## src/rtl/mem_port_arbiter_pkg.sv

```systemverilog
// Shared constants for the fetch/data memory port arbiter.
// State codes, port identifiers and the latency ceiling.
package mem_port_arbiter_pkg;

    typedef enum logic [1:0] {
        ARB_IDLE  = 2'd0,
        ARB_ISSUE = 2'd1,
        ARB_WAIT  = 2'd2
    } arb_state_e;

    localparam logic ARB_PORT_IF = 1'b0;
    localparam logic ARB_PORT_DM = 1'b1;

    localparam int ARB_MAX_LAT = 4;

endpackage

```

## src/rtl/arb_rr2.sv

```systemverilog
// Two-requester round-robin picker, purely combinational.
// req_i[1:0] requests, last_i = last granted index, grant_o one-hot.
module arb_rr2 (
    input  logic [1:0] req_i,
    input  logic       last_i,
    output logic [1:0] grant_o
);

    always_comb begin
        grant_o = 2'b00;
        if (req_i[0] && req_i[1]) begin
            // Contention: the requester that did not win last time.
            grant_o = last_i ? 2'b01 : 2'b10;
        end else if (req_i[0]) begin
            grant_o = 2'b01;
        end else if (req_i[1]) begin
            grant_o = 2'b10;
        end
    end

endmodule

```

## src/rtl/mem_port_arbiter.sv

```systemverilog
// Shares one synchronous memory between the fetch (if_*) and data (dm_*) ports.
// Ports: if_* fetch, dm_* data, mem_* registered memory side, clk/rst (async low).
module mem_port_arbiter
    import mem_port_arbiter_pkg::*;
#(
    parameter int ADDR_W  = 32,
    parameter int DATA_W  = 32,
    parameter int MEM_LAT = 1
) (
    input  logic                clk,
    input  logic                rst,
    input  logic                if_ce_i,
    input  logic [ADDR_W-1:0]   if_addr_i,
    output logic [DATA_W-1:0]   if_data_o,
    output logic                if_stall_o,
    input  logic                dm_ce_i,
    input  logic                dm_we_i,
    input  logic [DATA_W/8-1:0] dm_sel_i,
    input  logic [ADDR_W-1:0]   dm_addr_i,
    input  logic [DATA_W-1:0]   dm_wdata_i,
    output logic [DATA_W-1:0]   dm_rdata_o,
    output logic                dm_stall_o,
    output logic                mem_ce_o,
    output logic                mem_we_o,
    output logic [DATA_W/8-1:0] mem_sel_o,
    output logic [ADDR_W-1:0]   mem_addr_o,
    output logic [DATA_W-1:0]   mem_wdata_o,
    input  logic [DATA_W-1:0]   mem_rdata_i
);

    localparam int SEL_W = DATA_W / 8;
    localparam logic [2:0] LAT = 3'(MEM_LAT);

    arb_state_e        state_q, state_d;
    logic              owner_q, owner_d;
    logic              last_q, last_d;
    logic [2:0]        lat_q, lat_d;
    logic [1:0]        done_q, done_d;
    logic              ce_q, ce_d;
    logic              we_q, we_d;
    logic [SEL_W-1:0]  sel_q, sel_d;
    logic [ADDR_W-1:0] addr_q, addr_d;
    logic [DATA_W-1:0] wdata_q, wdata_d;
    logic [DATA_W-1:0] ifd_q, ifd_d;
    logic [DATA_W-1:0] dmd_q, dmd_d;
    logic [1:0]        elig;
    logic [1:0]        grant;

    // A port that just completed sits out one cycle so the CPU can
    // advance its request without being granted a duplicate.
    assign elig = {dm_ce_i, if_ce_i} & ~done_q;

    arb_rr2 u_rr (
        .req_i   (elig),
        .last_i  (last_q),
        .grant_o (grant)
    );

    always_comb begin
        state_d = state_q;
        owner_d = owner_q;
        last_d  = last_q;
        lat_d   = lat_q;
        done_d  = 2'b00;
        ce_d    = ce_q;
        we_d    = we_q;
        sel_d   = sel_q;
        addr_d  = addr_q;
        wdata_d = wdata_q;
        ifd_d   = ifd_q;
        dmd_d   = dmd_q;
        unique case (state_q)
            ARB_IDLE: begin
                unique case (1'b1)
                    grant[ARB_PORT_DM]: begin
                        state_d = ARB_ISSUE;
                        owner_d = ARB_PORT_DM;
                        last_d  = ARB_PORT_DM;
                        lat_d   = 3'd0;
                        ce_d    = 1'b1;
                        we_d    = dm_we_i;
                        sel_d   = dm_sel_i;
                        addr_d  = dm_addr_i;
                        wdata_d = dm_wdata_i;
                    end
                    grant[ARB_PORT_IF]: begin
                        state_d = ARB_ISSUE;
                        owner_d = ARB_PORT_IF;
                        last_d  = ARB_PORT_IF;
                        lat_d   = 3'd0;
                        ce_d    = 1'b1;
                        we_d    = 1'b0;
                        sel_d   = '1;
                        addr_d  = if_addr_i;
                        wdata_d = '0;
                    end
                    default: ;
                endcase
            end
            ARB_ISSUE: begin
                ce_d    = 1'b0;
                lat_d   = lat_q + 3'd1;
                state_d = ARB_WAIT;
            end
            ARB_WAIT: begin
                if (lat_q == LAT) begin
                    if (!we_q) begin
                        if (owner_q == ARB_PORT_DM) dmd_d = mem_rdata_i;
                        else ifd_d = mem_rdata_i;
                    end
                    done_d[owner_q] = 1'b1;
                    state_d = ARB_IDLE;
                end else begin
                    lat_d = lat_q + 3'd1;
                end
            end
            default: state_d = ARB_IDLE;
        endcase
    end

    always_ff @(posedge clk or negedge rst) begin
        if (!rst) begin
            state_q <= ARB_IDLE;
            owner_q <= ARB_PORT_IF;
            last_q  <= ARB_PORT_IF;
            lat_q   <= 3'd0;
            done_q  <= 2'b00;
            ce_q    <= 1'b0;
            we_q    <= 1'b0;
            sel_q   <= '0;
            addr_q  <= '0;
            wdata_q <= '0;
            ifd_q   <= '0;
            dmd_q   <= '0;
        end else begin
            state_q <= state_d;
            owner_q <= owner_d;
            last_q  <= last_d;
            lat_q   <= lat_d;
            done_q  <= done_d;
            ce_q    <= ce_d;
            we_q    <= we_d;
            sel_q   <= sel_d;
            addr_q  <= addr_d;
            wdata_q <= wdata_d;
            ifd_q   <= ifd_d;
            dmd_q   <= dmd_d;
        end
    end

    assign if_stall_o  = if_ce_i & ~done_q[ARB_PORT_IF];
    assign dm_stall_o  = dm_ce_i & ~done_q[ARB_PORT_DM];
    assign if_data_o   = ifd_q;
    assign dm_rdata_o  = dmd_q;
    assign mem_ce_o    = ce_q;
    assign mem_we_o    = we_q;
    assign mem_sel_o   = sel_q;
    assign mem_addr_o  = addr_q;
    assign mem_wdata_o = wdata_q;

endmodule
```

## config.mk

```make
export PLATFORM = sky130hd
export DESIGN_NAME = mem_port_arbiter
export DESIGN_NICKNAME = d
export VERILOG_FILES = /design/src/rtl/mem_port_arbiter_pkg.sv /design/src/rtl/arb_rr2.sv /design/src/rtl/mem_port_arbiter.sv
export SDC_FILE = /design/constraint.sdc
export NUM_CORES = 1
export LEC_CHECK = 0
export CAP_MARGIN = 40
export CORE_MARGIN = 1
export CORE_UTILIZATION = 42
export DETAILED_ROUTE_END_ITERATION = 8
export PLACE_DENSITY = 0.8
export SYNTH_ARGS = -nofsm -noshare
export SYNTH_HDL_FRONTEND = slang
export SYNTH_SLANG_ARGS = --single-unit
export TNS_END_PERCENT = 50
```

## constraint.sdc

```tcl
create_clock -name clk -period 2.33 [get_ports clk]
set_clock_uncertainty 0.2 [all_clocks]
set_input_delay 0.466 -clock clk [delete_from_list [all_inputs] [get_ports clk]]
set_output_delay 0.466 -clock clk [all_outputs]
set_load 0.02 [all_outputs]
```

=== Yosys cells after proc, flatten, opt, wreduce, memory -nomap -nowiden ===
Cells that the tools add are included.

* Logic and storage cells: 62
* Register bits after elaboration: 142
* Output and inout port bits: 136
* Bits of input ports: 137

* Add/sub/neg operators: 1
* Bitwise gates (word level): 8
* Reductions and logical operators: 13
* $lt $le $gt $ge: 2
* Muxes and demuxes: 21
* Equal/unequal tests: 6

{| class="wikitable"
|+ Operators by type and width
! operator !! count
|-
| 32-bit one-hot mux with 2 select lines || 2
|-
| 2-bit two-way mux || 8
|-
| 3-bit one-hot mux with 3 select lines || 1
|-
| 4-bit one-hot mux with 2 select lines || 1
|-
| 4-bit AND reduction || 2
|-
| 3-bit two-way mux || 2
|-
| 2-bit != test (second input constant) || 3
|-
| 1-bit one-hot mux with 2 select lines || 3
|-
| 2-bit one-hot mux with 3 select lines || 1
|-
| 2-bit AND reduction || 3
|-
| 1-bit inverter || 4
|-
| 2-bit nonzero test || 2
|-
| 3-bit by 1-bit adder with 3-bit output (second input constant) || 1
|-
| 3-bit by 1-bit equality test with 1-bit output (second input constant) || 1
|-
| 3-bit AND reduction || 1
|-
| 3-bit nonzero test || 1
|-
| 1-bit AND || 2
|-
| 2-bit AND || 1
|-
| 2-bit by 1-bit equality test with 1-bit output (second input constant) || 1
|-
| 2-bit equality test (second input constant) || 1
|-
| 1-bit logical AND || 2
|-
| 2-bit logical NOT || 1
|-
| 1-bit by 2-bit < comparator with 1-bit output (second input constant) || 1
|-
| 1-bit two-way mux || 2
|-
| 4 further kinds || 4
|}

=== Longest topological paths before layout ===
Gate-level depths: netlist of the first run.

* Word-level depth: 8
* Depth in mapped cells: 7
* Mapped depth without buffers: 5

=== Hierarchy ===
From an unflattened synthesis of the first run, not the netlist that was laid out.

* Cell total of the unflattened synthesis: 485
* Area total of the unflattened synthesis: 6049.6 µm²

{| class="wikitable"
|+ By module, submodules not included
! module !! cells each !! area each (µm²) !! instances !! seq. area each (µm²)
|-
| mem_port_arbiter || 482 || 6030.8 || 1 || 3553.4
|-
| arb_rr2 || 3 || 18.8 || 1 || 0.0
|}

=== Least setup slack after synthesis of the first run ===
OpenSTA, ideal clock, no wires.

* Path kind: reg2reg
* Start: register state_q[0]
* End: register ifd_q[10], in the netlist if_data_o[10]
* Arrival time: 1728 ps
* Required time: 2005 ps
* Stages on the path, launching flop included: 7
* Setup time: 125 ps
* Buffers on the path: 1
* Period minus slack after synthesis: 2053 ps
* Path slack: 277 ps
* Cell sequence: dfrtp_1 -> inv_1 -> ha_1 -> nand3b_4 -> nor3_1 -> buf_2 -> mux2_2

* Longest elaborated chain between the ends: 2

{| class="wikitable"
|+ RTL lines
! item !! line !! RTL
|-
| start: declaration || mem_port_arbiter.sv:34 || <nowiki>arb_state_e state_q, state_d;</nowiki>
|-
| start signal: assignment || mem_port_arbiter.sv:136 || <nowiki>state_q <= state_d;</nowiki>
|-
| 2-bit equality test || mem_port_arbiter.sv:72 || <nowiki>unique case (state_q)</nowiki>
|-
| 4-bit AND reduction (no source line) || -- ||
|-
| end signal: assignment || mem_port_arbiter.sv:146 || <nowiki>ifd_q <= ifd_d;</nowiki>
|-
| end: declaration || mem_port_arbiter.sv:44 || <nowiki>logic [DATA_W-1:0] ifd_q, ifd_d;</nowiki>
|}

Every way passes these cells.
A chain may end at the register's enable or synchronous reset.

=== Worst setup path after layout of the first run ===
* Start: register state_q[0]
* End: register dmd_q[18], in the netlist dm_rdata_o[18]

* Longest elaborated chain between the ends: 2

{| class="wikitable"
|+ RTL lines
! item !! line !! RTL
|-
| 2-bit equality test || mem_port_arbiter.sv:72 ||
|-
| 4-bit AND reduction (no source line) || -- ||
|-
| end signal: assignment || mem_port_arbiter.sv:147 || <nowiki>dmd_q <= dmd_d;</nowiki>
|-
| end: declaration || mem_port_arbiter.sv:45 || <nowiki>logic [DATA_W-1:0] dmd_q, dmd_d;</nowiki>
|}

Every way passes these cells.

==> results of run 1 <==
[layout make-up]
class                           count  area, µm²  area share
Clock inverter                     12      207.7     0.02084
Multi-Input combinational cell    265       2501      0.2509
Sequential cell                   142       3553      0.3565
Timing Repair Buffer              294       2989      0.2999
Clock buffer                       20      456.7     0.04581
Inverter                            8      30.03    0.003012
Tap cell                          184      230.2     0.02310
[routing by layer]
metal | vias to the layer above | global-route usage
met5 | - | 0
met1 | 2597 | 0.2868
met3 | 24 | 0.05815
met4 | 0 | 0.07961
met2 | 232 | 0.4037
li1 | 2292 | -
[repair_timing]
item,CTS,global route
resized for setup,2,0
hold buffers,1,0
setup endpoints to repair,2,0
endpoints found under the hold margin,41,0
[cells by family (layout without fill, tap and decap cells)]
| kind of cell | after synthesis | in the layout | share of synthesized area |
|---|---|---|---|
| AOI/OAI and AO/OA | 144 | 144 | 0.1815 |
| adders and majority gates | 6 | 6 | 0.01199 |
| muxes | 67 | 67 | 0.1383 |
| and+or+nand+nor | 48 | 48 | 0.06195 |
| DFF | 142 | 142 | 0.5675 |
| buffers and inverters | 53 | 334 | 0.03877 |
[worst max-delay path, delay by kind of cell (launching register included)]
family,cells,cell delay (ns)
adders and majority gates,1,0.25
buffers and inverters,2,0.33
DFF,1,0.40
muxes,1,0.32
and+or+nand+nor,2,0.59
[cells in the final DEF (no fill, tap or decap), drive strengths merged, types with 2 or more instances in the layout]
| master | count |
|---|---|
| clkinv | 2 |
| inv | 10 |
| clkbuf | 20 |
| a22o | 33 |
| dfrtp | 142 |
| clkinvlp | 3 |
| a2bb2oi | 33 |
| dlygate4sd2 | 2 |
| buf | 22 |
| nor2b | 3 |
| bufinv | 5 |
| ha | 6 |
| o22a | 4 |
| clkdlybuf4s50 | 269 |
| a221oi | 32 |
| and3b | 32 |
| o21ai | 34 |
| nor2 | 2 |
| mux2 | 66 |
| nand2b | 4 |
[registers in the layout (all words and copies together), names as in the netlist]
signal and flops:
dm_rdata_o 32, lat_q 3, mem_ce_o 1, mem_sel_o 4, last_q 1, mem_we_o 1
done_q 2, state_q 2, mem_wdata_o 32, if_data_o 32, mem_addr_o 32
[final timing paths]
kind | cells past startpoint | slack (ns) | end
worst max-delay path | 6 | 0.11 | dm_rdata_o[18]
worst max register to register | 6 | 0.11 | dm_rdata_o[18]
worst min register to register | 1 | 0.30 | mem_wdata_o[8]
max in group asynchronous | 3 | 0.92 | mem_addr_o[6]
worst min-delay path | 1 | 0.30 | mem_wdata_o[8]
min in group asynchronous | 2 | 0.36 | if_data_o[14]
[where the power goes]
part	leakage (µW)	internal, µW	switching [µW]
Clock	0.000313	1970	1040
Combinational	0.00232	3820	3400
Sequential	0.00172	3680	745
[through the flow]
stage	hold WS [ns]	area [µm²]	instances	total power, µW
floorplan	-0.02959	6261	460	8163
global placement	0.2045	9296	892	11410
detailed placement	0.2136	9296	892	11640
CTS	0.3082	9968	925	14760
global route	0.3150	9968	925	15410
finish	0.3047	9968	925	14660
==> flow_metrics.env, run 1 <==
export IMPL_status="complete, no violations"
export IMPL_cts_tree="done"
export IMPL_first_iter_violations=307
export IMPL_rsz0062_at_grt="false"
export IMPL_slowest_delay_ns=0.46
export IMPL_synthDistinctLibCells=36
export IMPL_synth_top_area_frac=0.5675
export IMPL_syn_avg_cell_area_um2=13.61
export IMPL_crit_path_top_delay_cell="or3_2"
export IMPL_grt_pass1_vias=5205
export IMPL_finalNetCount=871
export IMPL_maxUsedRoutingLayer="met4"
export IMPL_dr_wl_met3_um=1273
export IMPL_post_route_util=0.6859
export IMPL_wl_per_cell_um=19.62
export IMPL_arrival_ns=2.31
export IMPL_clkLatencyLatePin_ns=0.41
export IMPL_crit_path_start="state_q[0]"
export IMPL_fillers=1046
export IMPL_drt_met1_wl_um=7185
export IMPL_fp_dieW_um=124.1
export IMPL_min_delay_start="mem_wdata_o[8]"
export IMPL_tns_ns=0
export IMPL_syn_cell_area_um2=6261
export IMPL_tightest_slew_ns=0.4306
export IMPL_power_leakage_uw=0.004349
export IMPL_firstDrtPassIters=4
export IMPL_end_kind="register"
export IMPL_place_ws_ns=-0.08193
export IMPL_path_cells="inv_1 -> ha_1 -> nand3b_4 -> or3_2 -> buf_12 -> mux2_4"
export IMPL_avgViaCountPerCell=5.562
export IMPL_synth_area_leader_cell="dfrtp_1"
export IMPL_grt_max_degree=59
export IMPL_synthArstFlopShare=1.000
export IMPL_floorplan_initialDensity=0.4308
export IMPL_powerDensity_nw_per_um2=1470
export IMPL_grt_usage=0.2350
export IMPL_ys_ff_latch=142
export IMPL_syn_num_nets=603
export IMPL_netlist_top_cells_area="dfrtp_1 57%, mux2_4 7.2%, mux2_2 6.3%, a22o_1 4.6%, a2bb2oi_1 4.6%"
export IMPL_hold_viol=0
export IMPL_gp_congestion=0.7964
export IMPL_max_freq_ghz=0.4504
export IMPL_root_buffer="clkbuf_16"
export IMPL_path_max_fanout=32
export IMPL_cts_buffers=17
export IMPL_syn_inst=460
export IMPL_critical_path_class="register to register"
export IMPL_portBuffers=272
export IMPL_route_met2_wl_um=9375
export IMPL_period_minus_slack_ns=2.220
export IMPL_route_detailed_drc=0
export IMPL_clk_pin_slew_ns=0.06
export IMPL_setup_viol=0
export IMPL_cts_htree_levels=4
export IMPL_wirelength_um=18150
export IMPL_startpoint_type="register"
export IMPL_clockBufferDepth=2
export IMPL_die_y_um=124.1
export IMPL_cap_viol_max_count=0
export IMPL_diodes=0
export IMPL_area_delta_synth_final_pct=59.21
export IMPL_synth_ff_type="dfrtp_1"
export IMPL_antenna_left=0
export IMPL_crit_reg2reg_launch="state_q[0]"
export IMPL_dpl_hpwl_um=12620
export IMPL_synth_seq_area_share=0.5675
export IMPL_numClockSinks=142
export IMPL_antenna_found_initial=0
export IMPL_ys_top_cells_by_count="142 x dfrtp_1, 35 x mux2_2, 33 x a22o_1, 33 x a2bb2oi_1, 33 x o21ai_0"
export IMPL_hold_class="register to register"
export IMPL_dieArea_um2=15400
export IMPL_num_rows=44
export IMPL_maxSlewHeadroom=0.7129
export IMPL_worstPathRequired_ns=2.42
export IMPL_grt_pass1_wl_um=27410
export IMPL_core_area_um2=14530
export IMPL_via_count=5145
export IMPL_yosysMostFrequentCell="dfrtp_1"
export IMPL_pin_count=273
export IMPL_finalMaxSlewViolations=0
export IMPL_ys_warn_count=0
export IMPL_setup_ws_ns=0.1099
export IMPL_synth_edf_count=0
export IMPL_overflow=0
export IMPL_timing_final_crit_share=0.9528
export IMPL_drive_gt1_frac=0.1741
export IMPL_cts_setup_buffers=0
export IMPL_vdd_drop_max_v=0.0006588
No activity file was read; power rests on OpenSTA's default activity.
==> run 2: changes to the inputs <==
Settings changed: CTS_CLUSTER_SIZE from default to 10.
==> results of run 2 <==
Same layout as run 1: the final DEF is identical, and so are final timing and power.
==> run 3: changes to the inputs <==
Settings changed: CORE_UTILIZATION 42 to 55, DONT_BUFFER_PORTS from default to 1, PLACE_DENSITY 0.8 to 0.7.
==> flow_metrics.env, run 3 (synthesis gave the netlist of run 1 again) <==
export IMPL_status="finished, violations left"
export IMPL_violations="hold timing"
export IMPL_drive_gt1_frac=0.2249
export IMPL_slowest_delay_ns=0.46
export IMPL_dpl_hpwl_um=9677
export IMPL_floorplan_initialDensity=0.5701
export IMPL_maxUsedRoutingLayer="met4"
export IMPL_grt_max_degree=143
export IMPL_rsz0062_at_grt="false"
export IMPL_path_max_fanout=32
export IMPL_antenna_found_initial=0
export IMPL_dieArea_um2=11810
export IMPL_timing_final_crit_share=0.9610
export IMPL_power_leakage_uw=0.003496
export IMPL_holdWs_ns=-0.4478
export IMPL_cts_tree="done"
export IMPL_diodes=0
export IMPL_hold_class="input port to async pin"
export IMPL_final_common_cell="dfrtp_1"
export IMPL_root_buffer="clkbuf_16"
export IMPL_max_freq_ghz=0.4466
export IMPL_power_uw=11720
export IMPL_grt_pass1_wl_um=24260
export IMPL_firstDrtPassIters=5
export IMPL_route_met2_wl_um=8263
export IMPL_fp_dieW_um=108.7
export IMPL_numClockSinks=142
export IMPL_drt_met1_wl_um=6449
export IMPL_wirelength_um=16480
export IMPL_portBuffers=0
export IMPL_core_area_um2=10980
export IMPL_die_y_um=108.7
export IMPL_critical_path_class="register to register"
export IMPL_clk_pin_slew_ns=0.06
export IMPL_clkLatencyLatePin_ns=0.40
export IMPL_mostFrequentLayoutCells="142 x dfrtp_1, 76 x dlygate4sd3_1, 35 x mux2_2"
export IMPL_wl_per_cell_um=24.30
export IMPL_pin_count=273
export IMPL_crit_path_top_delay_cell="or3_2"
export IMPL_maxSlewHeadroom=0.5775
export IMPL_startpoint_type="register"
export IMPL_dp_cells=570
export IMPL_place_ws_ns=0.1275
export IMPL_powerDensity_nw_per_um2=1518
export IMPL_worstPathRequired_ns=2.42
export IMPL_finalNetCount=668
export IMPL_cts_setup_buffers=0
export IMPL_clockBufferDepth=2
export IMPL_cap_viol_max_count=0
export IMPL_setup_ws_ns=0.09084
export IMPL_antenna_left=0
export IMPL_arrival_ns=2.32
export IMPL_cts_hold_buffers=75
export IMPL_via_count=4349
export IMPL_end_kind="register"
export IMPL_dr_wl_met3_um=1322
export IMPL_num_rows=38
export IMPL_post_route_util=0.7029
export IMPL_period_minus_slack_ns=2.239
export IMPL_tns_ns=0
export IMPL_layout_cells_non_filler=678
export IMPL_cts_resized=0
export IMPL_grt_usage=0.2741
export IMPL_finalMaxSlewViolations=0
export IMPL_cts_htree_levels=4
export IMPL_route_detailed_drc=0
export IMPL_grt_pass1_vias=4393
export IMPL_cts_buffers=17
export IMPL_path_cells="inv_1 -> ha_1 -> nand3b_4 -> or3_2 -> buf_12 -> mux2_4"
export IMPL_vdd_drop_max_v=0.0009465
export IMPL_hold_viol=142
export IMPL_tightest_slew_ns=0.6338
export IMPL_setup_viol=0
export IMPL_avgViaCountPerCell=6.414
export IMPL_area_delta_synth_final_pct=23.30
export IMPL_first_iter_violations=388
export IMPL_overflow=0
export IMPL_gp_congestion=0.7821
export IMPL_rr_worst_depth=6
run 3: changes by cell type in the layout (fill, tap and decap cells not counted):
cell,before,now
buf_12,8,2
buf_4,13,12
buf_6,1,0
buf_8,0,1
bufinv_16,5,0
clkbuf_1,1,2
clkbuf_8,2,3
clkdlybuf4s50_1,269,0
clkinv_2,0,1
clkinv_4,2,1
clkinvlp_4,3,5
dlygate4sd2_1,2,0
dlygate4sd3_1,1,76
inv_8,0,1
run 3: area by class of cell:
type | count | area, µm²
Clock buffer | 22 | 474.2
Timing Repair Buffer | 91 | 905.9
Tap cell | 140 | 175.2
Multi-Input combinational cell | 265 | 2501
Clock inverter | 10 | 80.08
Fill cell | 723 | 3263
Sequential cell | 142 | 3553
Inverter | 8 | 30.03
run 3: critical path, delay by kind of cell, from the launching register on:
| family | cells | cell delay, ns |
|---|---|---|
| fa+ha+maj | 1 | 0.26 |
| simple gates | 2 | 0.58 |
| buf+inv | 2 | 0.33 |
| flops | 1 | 0.40 |
| mux | 1 | 0.33 |
run 3: layer usage:
metal	up-vias	GRT usage
met1	2216	0.3255
met2	215	0.4543
met3	33	0.08548
met5	-	0
li1	1885	-
met4	0	0.1274
run 3: final timing paths:
path	start	end	slack [ns]
worst max-delay path	state_q[0]	dm_rdata_o[22]	0.09
worst min-delay path	rst	if_data_o[20]	-0.45
worst max register to register	state_q[0]	dm_rdata_o[22]	0.09
worst min register to register	lat_q[2]	lat_q[2]	0.34
max in group asynchronous	rst	mem_addr_o[4]	2.21
min in group clk	mem_rdata_i[11]	if_data_o[11]	0.02
run 3: power by group:
part / total (µW) / leakage [µW] / internal, µW / switching (µW)
combinational: 3070 / 0.00152 / 1730 / 1330
sequential: 6150 / 0.00172 / 3670 / 2480
clock: 2510 / 0.000257 / 1460 / 1050
total: 11700 / 0.00350 / 6860 / 4860
run 3: stage by stage:
| stage | area (µm²) | hold WS [ns] |
|---|---|---|
| detailed placement | 6405 | -0.02716 |
| global placement | 6390 | -0.02701 |
| finish | 7720 | -0.4478 |
| CTS | 7710 | -0.4677 |
| global route | 7720 | -0.4710 |
| floorplan | 6261 | -0.02959 |
